**src/rtl/booth_mult_seq.sv**
```systemverilog
// -----------------------------------------------------------------------------
// booth_mult_seq
// Sequential Booth multiplier, WIDTH x WIDTH -> 2*WIDTH, one recoding step per
// clock through a single adder. Operands are interpreted as two's complement
// (signed_mode=1) or unsigned (signed_mode=0). Either way they are extended to
// an internal width E, and the same signed Booth datapath is used.
//
// Build option:
//   BOOTH_RADIX4_EN  defined   -> radix-4 recoding, E even, N = E/2 steps
//                    undefined -> radix-2 recoding, E = WIDTH+1, N = WIDTH+1
//   Results are identical in both builds; only latency differs.
//
// Ports:
//   clk          clock, rising edge
//   rst_n        synchronous active-low reset
//   start        multiply request, accepted only in IDLE
//   signed_mode  operand interpretation, sampled with start
//   a_in, b_in   multiplicand / multiplier, sampled with start
//   busy         high in RUN and DONE
//   done         one-cycle pulse, prod valid in that cycle
//   prod         low 2*WIDTH bits of the product, held until the next result
// -----------------------------------------------------------------------------
module booth_mult_seq #(
   parameter int WIDTH = 8
) (
   input  logic               clk,
   input  logic               rst_n,
   input  logic               start,
   input  logic               signed_mode,
   input  logic [WIDTH-1:0]   a_in,
   input  logic [WIDTH-1:0]   b_in,
   output logic               busy,
   output logic               done,
   output logic [2*WIDTH-1:0] prod
);

`ifdef BOOTH_RADIX4_EN
   localparam int E = ((WIDTH % 2) == 0) ? (WIDTH + 2) : (WIDTH + 3);
   localparam int N = E / 2;
`else
   localparam int E = WIDTH + 1;
   localparam int N = WIDTH + 1;
`endif
   // One guard bit in the accumulator so that adding +/-2M cannot overflow.
   localparam int AW = E + 1;
   localparam int CW = $clog2(N + 1);
   localparam logic [CW-1:0] CNT_LOAD = CW'(N);
   localparam logic [CW-1:0] CNT_ONE  = {{(CW-1){1'b0}}, 1'b1};
   localparam logic [CW-1:0] CNT_ZERO = {CW{1'b0}};

   typedef enum logic [1:0] {
      S_IDLE = 2'b00,
      S_RUN  = 2'b01,
      S_DONE = 2'b10
   } state_t;

`ifdef BOOTH_RADIX4_EN
   // Radix-4 partial product selected by the triplet {q1, q0, q-1}.
   function automatic logic [AW-1:0] booth_term(input logic [2:0] trip,
                                                input logic [E-1:0] m);
      logic [AW-1:0] m1;
      logic [AW-1:0] m2;
      m1 = {m[E-1], m};
      // m has at least two redundant sign bits, so a plain left shift is 2M.
      m2 = {m, 1'b0};
      case (trip)
         3'b001, 3'b010: booth_term = m1;
         3'b011:         booth_term = m2;
         3'b100:         booth_term = -m2;
         3'b101, 3'b110: booth_term = -m1;
         default:        booth_term = {AW{1'b0}};
      endcase
   endfunction
`else
   // Radix-2 partial product selected by the pair {q0, q-1}.
   function automatic logic [AW-1:0] booth_term(input logic [1:0] pair,
                                                input logic [E-1:0] m);
      logic [AW-1:0] m1;
      m1 = {m[E-1], m};
      case (pair)
         2'b01:   booth_term = m1;
         2'b10:   booth_term = -m1;
         default: booth_term = {AW{1'b0}};
      endcase
   endfunction
`endif

   state_t               state_q, state_d;
   logic [AW-1:0]        acc_q, acc_d;
   logic [E-1:0]         q_q, q_d;
   logic                 qm1_q, qm1_d;
   logic [E-1:0]         m_q, m_d;
   logic [CW-1:0]        cnt_q, cnt_d;
   logic                 busy_q, busy_d;
   logic                 done_q, done_d;
   logic [2*WIDTH-1:0]   prod_q, prod_d;

   logic [AW-1:0]        sum_s;
   logic [AW+E-1:0]      full_s;
   logic [E-1:0]         a_ext_s;
   logic [E-1:0]         b_ext_s;
   logic                 unused_s;

   assign busy = busy_q;
   assign done = done_q;
   assign prod = prod_q;

   // {acc, Q} holds the exact product once all steps are done; only the low
   // 2*WIDTH bits are meaningful.
   assign full_s   = {acc_q, q_q};
   assign unused_s = ^full_s[AW+E-1:2*WIDTH];

   // Operand extension: after this both modes are plain signed arithmetic.
   assign a_ext_s = signed_mode ? {{(E-WIDTH){a_in[WIDTH-1]}}, a_in}
                                : {{(E-WIDTH){1'b0}}, a_in};
   assign b_ext_s = signed_mode ? {{(E-WIDTH){b_in[WIDTH-1]}}, b_in}
                                : {{(E-WIDTH){1'b0}}, b_in};

   // Next-state logic: handshake FSM plus one Booth step per RUN cycle.
   always_comb begin
      state_d = state_q;
      acc_d   = acc_q;
      q_d     = q_q;
      qm1_d   = qm1_q;
      m_d     = m_q;
      cnt_d   = cnt_q;
      busy_d  = busy_q;
      done_d  = 1'b0;
      prod_d  = prod_q;
`ifdef BOOTH_RADIX4_EN
      sum_s   = acc_q + booth_term({q_q[1], q_q[0], qm1_q}, m_q);
`else
      sum_s   = acc_q + booth_term({q_q[0], qm1_q}, m_q);
`endif
      case (state_q)
         S_IDLE: begin
            if (start) begin
               acc_d   = {AW{1'b0}};
               q_d     = b_ext_s;
               qm1_d   = 1'b0;
               m_d     = a_ext_s;
               cnt_d   = CNT_LOAD;
               busy_d  = 1'b1;
               state_d = S_RUN;
            end else begin
               busy_d  = 1'b0;
            end
         end
         S_RUN: begin
            if (cnt_q == CNT_ZERO) begin
               prod_d  = full_s[2*WIDTH-1:0];
               done_d  = 1'b1;
               state_d = S_DONE;
            end else begin
               // Arithmetic right shift of {acc, Q, q-1} after the add.
`ifdef BOOTH_RADIX4_EN
               acc_d = {{2{sum_s[AW-1]}}, sum_s[AW-1:2]};
               q_d   = {sum_s[1:0], q_q[E-1:2]};
               qm1_d = q_q[1];
`else
               acc_d = {sum_s[AW-1], sum_s[AW-1:1]};
               q_d   = {sum_s[0], q_q[E-1:1]};
               qm1_d = q_q[0];
`endif
               cnt_d = cnt_q - CNT_ONE;
            end
         end
         S_DONE: begin
            busy_d  = 1'b0;
            state_d = S_IDLE;
         end
         default: begin
            busy_d  = 1'b0;
            state_d = S_IDLE;
         end
      endcase
   end

   // State and output registers with synchronous active-low reset.
   always_ff @(posedge clk) begin
      if (!rst_n) begin
         state_q <= S_IDLE;
         acc_q   <= {AW{1'b0}};
         q_q     <= {E{1'b0}};
         qm1_q   <= 1'b0;
         m_q     <= {E{1'b0}};
         cnt_q   <= CNT_ZERO;
         busy_q  <= 1'b0;
         done_q  <= 1'b0;
         prod_q  <= {(2*WIDTH){1'b0}};
      end else begin
         state_q <= state_d;
         acc_q   <= acc_d;
         q_q     <= q_d;
         qm1_q   <= qm1_d;
         m_q     <= m_d;
         cnt_q   <= cnt_d;
         busy_q  <= busy_d;
         done_q  <= done_d;
         prod_q  <= prod_d;
      end
   end

endmodule

```
**config.mk**
```make
export PLATFORM = sky130hd
export DESIGN_NAME = booth_mult_seq
export DESIGN_NICKNAME = d
export VERILOG_FILES = /design/src/rtl/booth_mult_seq.sv
export SDC_FILE = /design/constraint.sdc
export NUM_CORES = 1
export LEC_CHECK = 0
export BUFFER_PORTS_ARGS = -buffer_cell sky130_fd_sc_hd__buf_2
export CAP_MARGIN = 20
export CORE_UTILIZATION = 60
export CTS_CLUSTER_SIZE = 12
export DETAILED_ROUTE_END_ITERATION = 6
export GPL_ROUTABILITY_DRIVEN = 0
export PLACE_DENSITY_LB_ADDON = 0.12
export SYNTH_ARGS = -nofsm -noshare
export SYNTH_HDL_FRONTEND = slang
export SYNTH_SLANG_ARGS = --single-unit
```
**constraint.sdc**
```tcl
create_clock -name clk -period 5.2 [get_ports clk]
set_input_delay 0.78 -clock clk [delete_from_list [all_inputs] [get_ports clk]]
set_output_delay 0.78 -clock clk [all_outputs]
set_load 0.1 [all_outputs]
```
==> results of run 1 <==
state kept, by name, indices dropped and copies added, names as in the netlist:
signal	flops
prod	16
done	1
acc_q	9
m_q	9
cnt_q	4
state_q	2
qm1_q	1
busy	1
q_q	9
cell families (layout without fill, tap and decap cells):
logic type	count (synthesis)	count (layout)	synth area share (%)
flip-flops	52	52	37.6
multiplexers	1	1	0.362
AND/OR/NAND/NOR	166	166	27.8
XOR/XNOR	7	7	2.21
AO/OA/AOI/OAI	79	79	20.8
buffers and inverters	30	59	4.11
adder cells (fa/ha/maj)	15	15	7.05
worst min path at each step:
stage | slack [ns] | cells after the start | end
after floorplan | 0.43 | 2 | acc_q[7]
after global placement | 0.45 | 2 | acc_q[7]
after detailed placement | 0.45 | 2 | acc_q[7]
after CTS | 0.47 | 2 | prod[7]
after global routing | 0.49 | 2 | prod[13]
final | 0.46 | 2 | prod[5]
metal layers:
metal  wire (um)  GRT usage, %  up-vias
met5           0             0        -
met4          57          6.67        0
met3         225          4.76        5
met2        2510          38.9       47
met1        2810          32.6     1084
li1            -             -     1256
worst register-to-register path, delay by kind of cell (launching register included):
kind / cells / cell delay [ns]
AO/OA/AOI/OAI: 5 / 0.83
flip-flops: 1 / 0.42
AND/OR/NAND/NOR: 5 / 0.79
adder cells (fa/ha/maj): 2 / 0.76
layout make-up:
class,count,share of cell area [%]
clock buffer,5,2.24
clock inverter,3,0.898
inverter,12,1.47
multi-input combinational,268,52.8
sequential,52,33.9
tap,52,2.12
timing repair buffer,39,6.53
placed cells by master (no fill, tap or decap), types with 2 or more instances in the layout:
cell and n:
sky130_fd_sc_hd__a21boi_0 32, sky130_fd_sc_hd__a21o_1 2, sky130_fd_sc_hd__a21oi_1 13, sky130_fd_sc_hd__a22oi_1 2, sky130_fd_sc_hd__a311oi_1 2, sky130_fd_sc_hd__a31oi_1 2
sky130_fd_sc_hd__and2_1 5, sky130_fd_sc_hd__and3_1 3, sky130_fd_sc_hd__buf_2 37, sky130_fd_sc_hd__buf_4 2, sky130_fd_sc_hd__clkbuf_8 5, sky130_fd_sc_hd__dfxtp_1 52
sky130_fd_sc_hd__ha_1 14, sky130_fd_sc_hd__inv_1 12, sky130_fd_sc_hd__nand2_1 92, sky130_fd_sc_hd__nand2b_1 2, sky130_fd_sc_hd__nand3_1 21, sky130_fd_sc_hd__nor2_1 18
sky130_fd_sc_hd__nor2b_1 4, sky130_fd_sc_hd__nor3_1 4, sky130_fd_sc_hd__nor3b_1 4, sky130_fd_sc_hd__nor4_1 2, sky130_fd_sc_hd__o211a_1 10, sky130_fd_sc_hd__o21ai_0 7
sky130_fd_sc_hd__or3_1 3, sky130_fd_sc_hd__xnor2_1 3, sky130_fd_sc_hd__xor2_1 4
stage by stage:
stage	instance area [um^2]	instances	hold slack, ns
finish	3070	431	0.465
global route	3070	431	0.489
CTS	3060	430	0.470
detailed placement	2960	422	0.454
global placement	2960	422	0.448
floorplan	2770	350	0.432
power breakdown:
group | leakage [nW] | internal, mW | total (mW) | switching (mW)
sequential | 0.424 | 0.426 | 0.453 | 0.0268
clock | 0.0463 | 0.0991 | 0.247 | 0.148
combinational | 0.875 | 0.0780 | 0.228 | 0.150
total | 1.35 | 0.603 | 0.928 | 0.325
cell usage after synthesis, drive strengths merged (3+ instances only):
library cell,count
and2,6
o211a,10
o21ai,8
xor2,4
nand3,21
a21oi,13
dfxtp,52
nor4,3
nor3,4
nor2,18
inv,12
clkbuf,18
nor2b,4
nor3b,4
a21boi,32
nand2,92
or3,4
and3,3
xnor2,3
ha,14
==> impl_results.rst, run 1 <==
.. list-table::
   :header-rows: 1

   * - Metric
     - Value
   * - Global-route congestion overflow total
     - 0
   * - Leading post-synthesis cells by cell area
     - sky130_fd_sc_hd__dfxtp_1 (38%), sky130_fd_sc_hd__nand2_1 (12%), sky130_fd_sc_hd__a21boi_0 (8.7%)
   * - Leakage power figure
     - 1.35 nW
   * - Die outline width
     - 69.9 um
   * - Yosys reg bits
     - 52
   * - Relative area change from synthesis to final layout
     - 10.8%
   * - Arrival @ worst endpoint
     - between 3 and 4 ns
   * - Worst path cell trace
     - ha_1 -> nand2_1 -> nand2_1 -> a22oi_1 -> nor2_1 -> ha_1 -> nor2b_1 -> o21a_1 -> o21ai_1 -> a21boi_0 -> or3_1 -> a32o_1
   * - Mapped Cells
     - 350
   * - Data required time of the worst path
     - about 5.4 ns
   * - Antenna-violating nets left
     - 0
   * - Clock tree from TritonCTS
     - built
   * - Total area of multi-input combinational cells
     - around 1600 um^2
   * - Post-synthesis instance area
     - 2770 um^2
   * - Final standard cell utilization of the core
     - a little over two thirds
   * - Yosys warns
     - 0
   * - Max-slew violations
     - 0
   * - Peak supply drop
     - 210 uV
   * - Final worst clock skew
     - ~0.0094 ns
   * - Reg-to-reg setup timing slack
     - roughly 2.3 ns
   * - Pre-Repair DR Iteration Count
     - 4
   * - Crit Reg-Reg Startpoint
     - q_q[0]
   * - Least-Margin Pin Slew
     - about 1.1 ns
   * - Fin crit share
     - 55.8%
   * - Crit path from
     - q_q[0]
   * - # hold bufs at CTS
     - 0
   * - CP peak stage delay
     - ~0.48 ns
   * - DRC
     - 0
   * - Num ports
     - 38
   * - Startpoint of the lowest-slack hold path
     - prod[5]
   * - Routed wirelength normalized by instance count
     - 13.0 um
   * - Number of hold violations in the final report
     - 0
   * - Crit path max-delay family
     - compound AO/OA/AOI/OAI gates
   * - Total of endpoints with negative setup slack in the final report
     - 0
   * - Antenna violations before repair
     - 0
   * - H-tree depth reported by CTS
     - 2
   * - Core Footprint
     - 4380 um^2
   * - Total stage count of the critical path
     - 12
   * - Initial Utilization
     - 63.2%
   * - TritonCTS buffer count
     - 5
   * - Vias per inst
     - 5.55
   * - Number of global-route vias before repair
     - slightly above 2000
   * - Wire length of the first global-routing pass
     - 9.45 mm
   * - Count of filler cells inserted in the layout
     - 394
   * - Sum Neg Setup Slack
     - 0 ns
   * - Net count after synthesis
     - between 300 and 400
   * - Share of cells above drive strength 1
     - 15.0%
   * - Critical Path End
     - acc_q[5]
   * - # Post-CTS Setup Buffers
     - 0
   * - Type of the worst setup path
     - flop to flop
   * - Number of sinks on the clock net
     - 52
   * - R2r worst-path depth
     - 12
   * - Critical R2R Capture
     - acc_q[5]
   * - Vertical extent of the die
     - between 60 and 70 um
   * - Quantity of gates resized following cts
     - 0
   * - Highest fanout seen on the critical path
     - 17
   * - Crit-path slowest cell
     - sky130_fd_sc_hd__ha_1
   * - Max cap viols
     - 0
   * - Total number of placement rows
     - 24
   * - Clk slew on worst S/H paths
     - 0.10 ns
   * - Combined global-route utilization of all metal layers
     - 24.0%
   * - Run status
     - complete, no violations
   * - Ys async rst share
     - 0%
   * - Yosys top cell area share
     - between 30 and 40%
   * - Total number of vias
     - about 2400
   * - Max clock buf depth
     - 2
   * - RSZ-0062 raised after global routing
     - no
   * - Count of cell types in the netlist
     - 45
   * - Insertion delay to the later sink of the worst-skew pair
     - 0.31 ns
   * - Buffer and inverter count on the worst path
     - 0
   * - Number of enable-type register cells in the synthesized netlist
     - 0
   * - Overall die area
     - 4890 um^2
   * - Cell taking the most area after synthesis
     - sky130_fd_sc_hd__dfxtp_1
   * - Number of DRC violations after detailed-routing iteration 0
     - 149
   * - Launching element type of the critical path
     - flop
   * - Kind of capture point of the worst setup path
     - flop
   * - Total power draw
     - roughly 930 uW
   * - Leading register cell type out of synthesis
     - sky130_fd_sc_hd__dfxtp_1
   * - Worst rel slew slack
     - approximately 30%
   * - Final critical path time including I/O delays and setup
     - 2.90 ns
   * - Path class of the lowest-slack min-delay path
     - flop to flop
   * - Setup slack of the critical path after layout
     - between 2 and 2.5 ns
   * - Half-perimeter wire length of the detailed placement result
     - 3.92 mm
   * - Overall routed net length
     - ~5.6 mm
   * - Pwr dens
     - 303 nW/um^2
   * - Reg area
     - about 1000 um^2
   * - Fmax
     - 345 MHz
   * - Post-synthesis average cell area
     - between 7 and 8 um^2
   * - Pre-CTS setup slack
     - 2.37 ns
   * - Maximum number of pins on one net before global-route repair
     - 51
   * - Final net count
     - 413
   * - Total of buffers placed on input and output ports
     - 37
   * - Sequential share of the synthesized area
     - 37.6%
   * - Clk Tree Root Cell
     - sky130_fd_sc_hd__clkbuf_8
   * - Ant. Diodes
     - 0
(Power assumes the default switching activity.)
==> inputs of run 2 (changes only) <==
--- a/config.mk
+++ b/config.mk
@@ -7,7 +7,7 @@
 export LEC_CHECK = 0
 export BUFFER_PORTS_ARGS = -buffer_cell sky130_fd_sc_hd__buf_2
 export CAP_MARGIN = 20
-export CORE_UTILIZATION = 60
+export CORE_UTILIZATION = 52
 export CTS_CLUSTER_SIZE = 12
 export DETAILED_ROUTE_END_ITERATION = 6
 export GPL_ROUTABILITY_DRIVEN = 0
==> constraint.sdc (replaced) <==
create_clock -name clk -period 2.64 [get_ports clk]
set_input_delay 0.396 -clock clk [delete_from_list [all_inputs] [get_ports clk]]
set_output_delay 0.396 -clock clk [all_outputs]
set_load 0.1 [all_outputs]
==> run 2 against run 1 <==
Effect of this change:
- die area rose by 15%
- critical path depth did not move
- via count rose by 4.0%
- sequential cell count did not move
- global-route usage fell by 1.4 points
- largest cell class unchanged
- largest power group unchanged
- routed wire length rose by 7.2%
==> impl_results.rst, run 2 (synthesized netlist as in run 1, its figures left out) <==
.. list-table::
   :header-rows: 1

   * - Metric
     - Value
   * - Total of endpoints with negative setup slack in the final report
     - 0 (unchanged)
   * - Pre-Repair DR Iteration Count
     - 4 (unchanged)
   * - Antenna violations before repair
     - 0 (unchanged)
   * - Routed wirelength normalized by instance count
     - 13.0 um (-0.25%)
   * - R2r worst-path depth
     - 12 (unchanged)
   * - Fraction of power spent switching nets
     - 31.1% (-3.9 points)
   * - Startpoint of the lowest-slack hold path
     - a_in[5]
   * - Initial Utilization
     - 54.2% (-8.9 points)
   * - Share of cells above drive strength 1
     - 21.6% (+6.6 points)
   * - Fraction of power consumed by sequential logic
     - 45.3% (-3.5 points)
   * - Int Power
     - 1.36 mW (+130%)
   * - Share of total power in combinational logic
     - 24.7% (about the same)
   * - Highest fanout seen on the critical path
     - 6 (-11)
   * - Wire length of the first global-routing pass
     - 9.81 mm (+3.9%)
   * - Num ports
     - 38 (unchanged)
   * - Final worst clock skew
     - 0.00312 ns (-0.00626 ns)
   * - Max clock buf depth
     - 2 (unchanged)
   * - RSZ-0062 raised after global routing
     - yes
   * - Max cap viols
     - 0 (unchanged)
   * - Worst rel slew slack
     - 65.7% (+36 points)
   * - Number of instances on the worst hold path
     - 3 (+1)
   * - Crit path max-delay family
     - simple AND/OR/NAND/NOR gates
   * - Net switching power figure
     - 612 uW (+89%)
   * - Buffer and inverter count on the worst path
     - 0 (unchanged)
   * - Global-route congestion overflow total
     - 0 (unchanged)
   * - Least-Margin Pin Slew
     - 0.513 ns (-0.538 ns)
   * - H-tree depth reported by CTS
     - 2 (unchanged)
   * - Launching element type of the critical path
     - flop
   * - Fin cells
     - 463 (+7.4%)
   * - Clk Tree Root Cell
     - sky130_fd_sc_hd__clkbuf_8
   * - Die outline width
     - 75.0 um (+7.2%)
   * - Maximum number of pins on one net before global-route repair
     - 27 (-47%)
   * - Relative area change from synthesis to final layout
     - 18.2%
   * - Critical R2R Capture
     - acc_q[8]
   * - Fin crit share
     - 99.3% (+44 points)
   * - Hold Path Sink
     - m_q[5]
   * - Clock tree from TritonCTS
     - built
   * - Core Footprint
     - 5110 um^2 (+16%)
   * - Antenna-violating nets left
     - 0 (unchanged)
   * - Final net count
     - 427 (+3.4%)
   * - Relative contribution of the clock network to total power
     - 30.0% (+3.4 points)
   * - Combined global-route utilization of all metal layers
     - 22.7% (-1.4 points)
   * - Final critical path time including I/O delays and setup
     - 2.62 ns (-0.278 ns)
   * - TritonCTS buffer count
     - 5 (unchanged)
   * - Ant. Diodes
     - 0 (unchanged)
   * - Total number of placement rows
     - 26 (+8.3%)
   * - Number of flip-flops in the largest register
     - 16 (unchanged)
   * - Run status
     - complete, no violations
   * - Arrival @ worst endpoint
     - 2.86 ns (-0.26 ns)
   * - Clk slew on worst S/H paths
     - 0.09 ns (about the same)
   * - Total number of vias
     - 2487 (+4.0%)
   * - Fmax
     - 381 MHz (+11%)
   * - Vertical extent of the die
     - 75.0 um (+7.2%)
   * - Half-perimeter wire length of the detailed placement result
     - 4.28 mm (+9.3%)
   * - DRC
     - 0 (unchanged)
   * - Overall routed net length
     - 6.00 mm (+7.2%)
   * - Vias per inst
     - 5.37 (-3.2%)
   * - Type of the worst setup path
     - flop to flop
   * - CP peak stage delay
     - 0.56 ns (+0.08 ns)
   * - Sum Neg Setup Slack
     - 0 ns (unchanged)
   * - Number of cells in the design after placement
     - 452 (+7.1%)
   * - Number of global-route vias before repair
     - 2287 (+12%)
   * - Number of DRC violations after detailed-routing iteration 0
     - 62 (-58%)
   * - Overall die area
     - 5620 um^2 (+15%)
   * - Data required time of the worst path
     - 2.88 ns (-2.54 ns)
   * - Total of buffers placed on input and output ports
     - 37 (unchanged)
   * - Crit-path slowest cell
     - sky130_fd_sc_hd__or4_4
   * - Number of hold violations in the final report
     - 0 (unchanged)
   * - Most used cells in the layout excluding fill and tap cells
     - sky130_fd_sc_hd__nand2_1 (92), sky130_fd_sc_hd__dfxtp_1 (48), sky130_fd_sc_hd__buf_2 (37)
   * - Path class of the lowest-slack min-delay path
     - input pin to flop
   * - Reg-to-reg setup timing slack
     - 0.02 ns (-2.28 ns)
   * - Pwr dens
     - 602 nW/um^2 (+99%)
   * - Number of sinks on the clock net
     - 52 (unchanged)
   * - Leakage power figure
     - 1.42 nW (+5.6%)
   * - Kind of capture point of the worst setup path
     - flop
   * - Worst path cell trace
     - or4_4 -> nor2_1 -> nor3b_1 -> a21oi_1 -> nor2_1 -> ha_2 -> nand3_1 -> nand2_1 -> nand3_1 -> a31o_2 -> and2_4 -> o211ai_2
   * - Max-slew violations
     - 0 (unchanged)
   * - Crit Reg-Reg Startpoint
     - m_q[0]
   * - Most common cell after layout, fill and taps aside
     - sky130_fd_sc_hd__nand2_1
   * - Insertion delay to the later sink of the worst-skew pair
     - 0.30 ns (about the same)
   * - Worst hold slack
     - 0.334 ns (-0.130 ns)
   * - Peak supply drop
     - 411 uV (+96%)
[run 2: metrics by stage]
step	worst slack, ns	power [mW]	instance area (um^2)	utilization, %
2_1_floorplan	0.00175	1.26	2780	-
3_3_place_gp	0.0218	1.38	3080	60.3
3_5_place_dp	-0.0352	1.39	3080	60.3
4_1_cts	0.0208	1.98	3220	63.0
5_1_grt	-0.114	2.07	3270	64.1
6_report	0.0187	1.97	3270	64.1
[run 2: tightest hold or removal path: cells and delay by family]
kind            cells  cell delay [ns]
compound gates      1             0.06
buf+inv             1             0.10
simple gates        1             0.04
[run 2: final cells by class]
class	count	area, um^2
Timing Repair Buffer	53	305
Clock buffer	7	96.3
Multi-Input combinational cell	268	1660
Tap cell	70	87.6
Clock inverter	1	30.0
Inverter	12	45.0
Sequential cell	52	1050
Fill cell	486	1830
[run 2: how the worst max path moves through the flow]
stage               end  depth (start not counted)    from  slack [ns]
4_1_cts        acc_q[5]                         13   qm1_q        0.02
5_1_grt        acc_q[5]                         13  q_q[0]       -0.11
6_report       acc_q[8]                         12  m_q[0]        0.02
3_3_place_gp   acc_q[5]                         12  q_q[0]        0.02
3_5_place_dp   acc_q[5]                         13  q_q[0]       -0.04
2_1_floorplan  acc_q[5]                         14  q_q[0]       0.002
[run 2: power by group through the flow]
| stage | clock network (mW) | registers [mW] | logic (mW) |
|---|---|---|---|
| 2_1_floorplan | 0 | 0.963 | 0.293 |
| 4_1_cts | 0.606 | 0.892 | 0.483 |
| 3_5_place_dp | 0 | 0.908 | 0.479 |
| 5_1_grt | 0.631 | 0.902 | 0.542 |
| 3_3_place_gp | 0 | 0.906 | 0.472 |
| 6_report | 0.591 | 0.892 | 0.488 |
[run 2: layer usage]
| metal | share of wire (%) | up-vias | global-route usage (%) |
|---|---|---|---|
| met5 | 0 | - | 0 |
| met1 | 46 | 1166 | 27.2 |
| met4 | 1.2 | 0 | 7.55 |
| li1 | - | 1280 | - |
| met3 | 3.3 | 8 | 4.28 |
| met2 | 50 | 33 | 40.5 |
[run 2: timing repair]
action,in CTS,in global routing
endpoints found under the setup margin,2,3
pin swaps,1,3
hold buffers,0,0
resized for setup,4,11
setup buffers,1,2
==> inputs of run 3 (changes only) <==
--- a/config.mk
+++ b/config.mk
@@ -7,7 +7,7 @@
 export LEC_CHECK = 0
 export BUFFER_PORTS_ARGS = -buffer_cell sky130_fd_sc_hd__buf_2
 export CAP_MARGIN = 20
-export CORE_UTILIZATION = 52
+export CORE_UTILIZATION = 60
 export CTS_CLUSTER_SIZE = 12
 export DETAILED_ROUTE_END_ITERATION = 6
 export GPL_ROUTABILITY_DRIVEN = 0
==> constraint.sdc (replaced) <==
create_clock -name clk -period 3.3 [get_ports clk]
set_input_delay 0.495 -clock clk [delete_from_list [all_inputs] [get_ports clk]]
set_output_delay 0.495 -clock clk [all_outputs]
set_load 0.1 [all_outputs]
==> run 3 against run 2 <==
Effect of this change:
- register-to-register slack better by 0.42 ns
- clock skew up 0.0093 ns
- sequential cell count did not move
- power is 26% lower
- via count is 3.8% lower
- critical path depth unchanged
- combinational power down 25%
- critical endpoint is now acc_q[5]
- die area is 13% lower
- final area shrank 5.9%
- non-clock buffer count shrank 12
- highest routed layer unchanged
- count of clock-buffer cells in the layout decreased by 2
- routed wire length down 7.6%
==> impl_results.rst, run 3 (synthesized netlist as in run 1, its figures left out) <==
.. list-table::
   :header-rows: 1

   * - Metric
     - Value
   * - Crit path max-delay family
     - compound AO/OA/AOI/OAI gates
   * - Die outline width
     - 69.9 um (-6.7%)
   * - Kind of capture point of the worst setup path
     - flop
   * - Arrival @ worst endpoint
     - 3.08 ns (+0.22 ns)
   * - Fraction of power spent switching nets
     - 34.7% (+3.7 points)
   * - Max-slew violations
     - 0 (unchanged)
   * - Overall die area
     - 4890 um^2 (-13%)
   * - Most used cells in the layout excluding fill and tap cells
     - sky130_fd_sc_hd__nand2_1 (92), sky130_fd_sc_hd__dfxtp_1 (52), sky130_fd_sc_hd__buf_2 (37)
   * - Share of total power in combinational logic
     - 25.0% (+0.3 points)
   * - Vertical extent of the die
     - 69.9 um (-6.7%)
   * - H-tree depth reported by CTS
     - 2 (unchanged)
   * - Total area of multi-input combinational cells
     - 1620 um^2 (-2.5%)
   * - Final worst clock skew
     - 0.0124 ns (+0.00927 ns)
   * - Global Route met1 Usage
     - 34.7% (+7.5 points)
   * - Share of cells above drive strength 1
     - 15.5% (-6.1 points)
   * - RSZ-0062 raised after global routing
     - no
   * - Crit path from
     - q_q[0]
   * - Net switching power figure
     - 508 uW (-17%)
   * - Highest fanout seen on the critical path
     - 17 (+11)
   * - Total power draw
     - 1.46 mW (-26%)
   * - # hold bufs at CTS
     - 0 (unchanged)
   * - Total number of placement rows
     - 24 (-7.7%)
   * - Total of buffers placed on input and output ports
     - 37 (unchanged)
   * - Vias per inst
     - 5.52 (+2.8%)
   * - Path class of the lowest-slack min-delay path
     - input pin to flop
   * - Sum Neg Setup Slack
     - 0 ns (unchanged)
   * - Overall routed net length
     - 5.54 mm (-7.6%)
   * - Antenna-violating nets left
     - 0 (unchanged)
   * - Initial Utilization
     - 63.2% (+8.9 points)
   * - Clock tree from TritonCTS
     - built
   * - Met3 Use GR
     - 5.34% (+1.1 points)
   * - Startpoint of the lowest-slack hold path
     - a_in[1]
   * - Number of cells in the design after placement
     - 425 (-6.0%)
   * - Pre-Repair DR Iteration Count
     - 4 (unchanged)
   * - Number of DRC violations after detailed-routing iteration 0
     - 166 (+170%)
   * - Data required time of the worst path
     - 3.52 ns (+0.64 ns)
   * - Worst rel slew slack
     - 47.6% (-18 points)
   * - Global-route congestion overflow total
     - 0 (unchanged)
   * - GRT busiest layer
     - met2
   * - Number of flip-flops in the largest register
     - 16 (unchanged)
   * - Insertion delay to the later sink of the worst-skew pair
     - 0.31 ns (about the same)
   * - Buffer and inverter count on the worst path
     - 0 (unchanged)
   * - Run status
     - complete, no violations
   * - Half-perimeter wire length of the detailed placement result
     - 3.98 mm (-7.0%)
   * - Fin crit share
     - 86.6% (-13 points)
   * - Max cap viols
     - 0 (unchanged)
   * - Pwr dens
     - 475 nW/um^2 (-21%)
   * - Core Footprint
     - 4380 um^2 (-14%)
   * - Final net count
     - 415 (-2.8%)
   * - Worst path cell trace
     - ha_1 -> nand2_1 -> nand2_1 -> a22oi_1 -> nor2_1 -> ha_1 -> nor2b_1 -> o21a_1 -> o21ai_1 -> a21boi_0 -> or3_1 -> a32o_1
   * - Fin area
     - 3080 um^2 (-5.9%)
   * - Number of hold violations in the final report
     - 0 (unchanged)
   * - Total of endpoints with negative setup slack in the final report
     - 0 (unchanged)
   * - Ant. Diodes
     - 0 (unchanged)
   * - # Post-CTS Setup Buffers
     - 0 (-1)
   * - Max clock buf depth
     - 2 (unchanged)
   * - Fraction of power consumed by sequential logic
     - 48.7% (+3.4 points)
   * - Clk Tree Root Cell
     - sky130_fd_sc_hd__clkbuf_8
   * - Post-placement cell area
     - 2990 um^2 (-3.0%)
   * - Maximum number of pins on one net before global-route repair
     - 51 (+89%)
   * - Total number of vias
     - 2392 (-3.8%)
   * - Combined global-route utilization of all metal layers
     - 24.6% (+1.9 points)
   * - Num ports
     - 38 (unchanged)
   * - Quantity of gates resized following cts
     - 0 (-4)
   * - Crit-path slowest cell
     - sky130_fd_sc_hd__ha_1
   * - Final critical path time including I/O delays and setup
     - 2.86 ns (+0.235 ns)
   * - Routed wirelength normalized by instance count
     - 12.8 um (-1.2%)
   * - Count of filler cells inserted in the layout
     - 373 (-23%)
   * - Number of global-route vias before repair
     - 2130 (-6.9%)
   * - Peak supply drop
     - 267 uV (-35%)
   * - Crit Reg-Reg Startpoint
     - q_q[0]
   * - TritonCTS buffer count
     - 5 (unchanged)
   * - Reg area
     - 1040 um^2 (-0.72%)
   * - DRC
     - 0 (unchanged)
   * - Int Power
     - 955 uW (-30%)
   * - Fmax
     - 350 MHz (-8.2%)
   * - Met2 global-route usage
     - 38.7% (-1.9 points)
   * - CP peak stage delay
     - 0.49 ns (-0.07 ns)
   * - Launching element type of the critical path
     - flop
   * - Least-Margin Pin Slew
     - 0.784 ns (+0.271 ns)
   * - Relative area change from synthesis to final layout
     - 11.2%
   * - Relative contribution of the clock network to total power
     - 26.3% (-3.7 points)
   * - Type of the worst setup path
     - flop to flop
   * - Leakage power figure
     - 1.35 nW (-4.7%)
   * - Number of sinks on the clock net
     - 52 (unchanged)
   * - Most common cell after layout, fill and taps aside
     - sky130_fd_sc_hd__nand2_1
   * - Fin cells
     - 433 (-6.5%)
   * - Wire length of the first global-routing pass
     - 9.69 mm (-1.3%)
   * - Antenna violations before repair
     - 0 (unchanged)
   * - Clk slew on worst S/H paths
     - 0.10 ns (about the same)
run 3: changes by cell type in the layout (fill, tap and decap cells not counted), moves of 2 or more:
cell,change
sky130_fd_sc_hd__dfxtp_2,-3
sky130_fd_sc_hd__inv_6,+2
sky130_fd_sc_hd__ha_2,-5
sky130_fd_sc_hd__dfxtp_1,+4
sky130_fd_sc_hd__buf_4,-12
sky130_fd_sc_hd__clkbuf_8,-2
sky130_fd_sc_hd__ha_1,+6
run 3: path summary, 6_finish.rpt:
kind / endpoint / slack [ns] / depth (start not counted)
worst min register to register: prod[5] / 0.46 / 2
worst max register to register: acc_q[5] / 0.44 / 12
worst max-delay path: acc_q[5] / 0.44 / 12
worst min-delay path: m_q[1] / 0.42 / 3
run 3: per-layer routing:
| layer | wire [um] | part of all wire [%] |
|---|---|---|
| met5 | 0 | 0 |
| met3 | 280 | 5.1 |
| met2 | 2520 | 45 |
| met1 | 2720 | 49 |
| met4 | 26 | 0.47 |
run 3: area by class of cell:
class / instances / share of cell area (%)
well taps: 52 / 2.11
clock inverters: 3 / 0.813
repair buffers: 41 / 6.99
clock buffers: 5 / 2.23
inverters: 12 / 1.46
flip-flops and latches: 52 / 33.8
multi-input cells: 268 / 52.6
run 3: power groups by stage:
stage	sequential [mW]	combinational [mW]	clock, mW
final	0.713	0.365	0.385
after global routing	0.720	0.407	0.422
after CTS	0.712	0.364	0.394
after detailed placement	0.727	0.364	0
after global placement	0.725	0.358	0
after floorplan	0.770	0.233	0
run 3: tightest hold or removal path: cells and delay by family:
kind            cells  cell delay [ns]
compound gates      1             0.06
buf+inv             1             0.09
simple gates        1             0.04
run 3: per-stage QoR:
| step | setup slack [ns] | hold WS (ns) | utilization (%) |
|---|---|---|---|
| final | 0.443 | 0.424 | 70.2 |
| after global routing | 0.153 | 0.422 | 70.2 |
| after CTS | 0.477 | 0.423 | 70.2 |
| after detailed placement | 0.484 | 0.454 | 68.1 |
| after global placement | 0.577 | 0.448 | 68.1 |
| after floorplan | 0.583 | 0.432 | - |
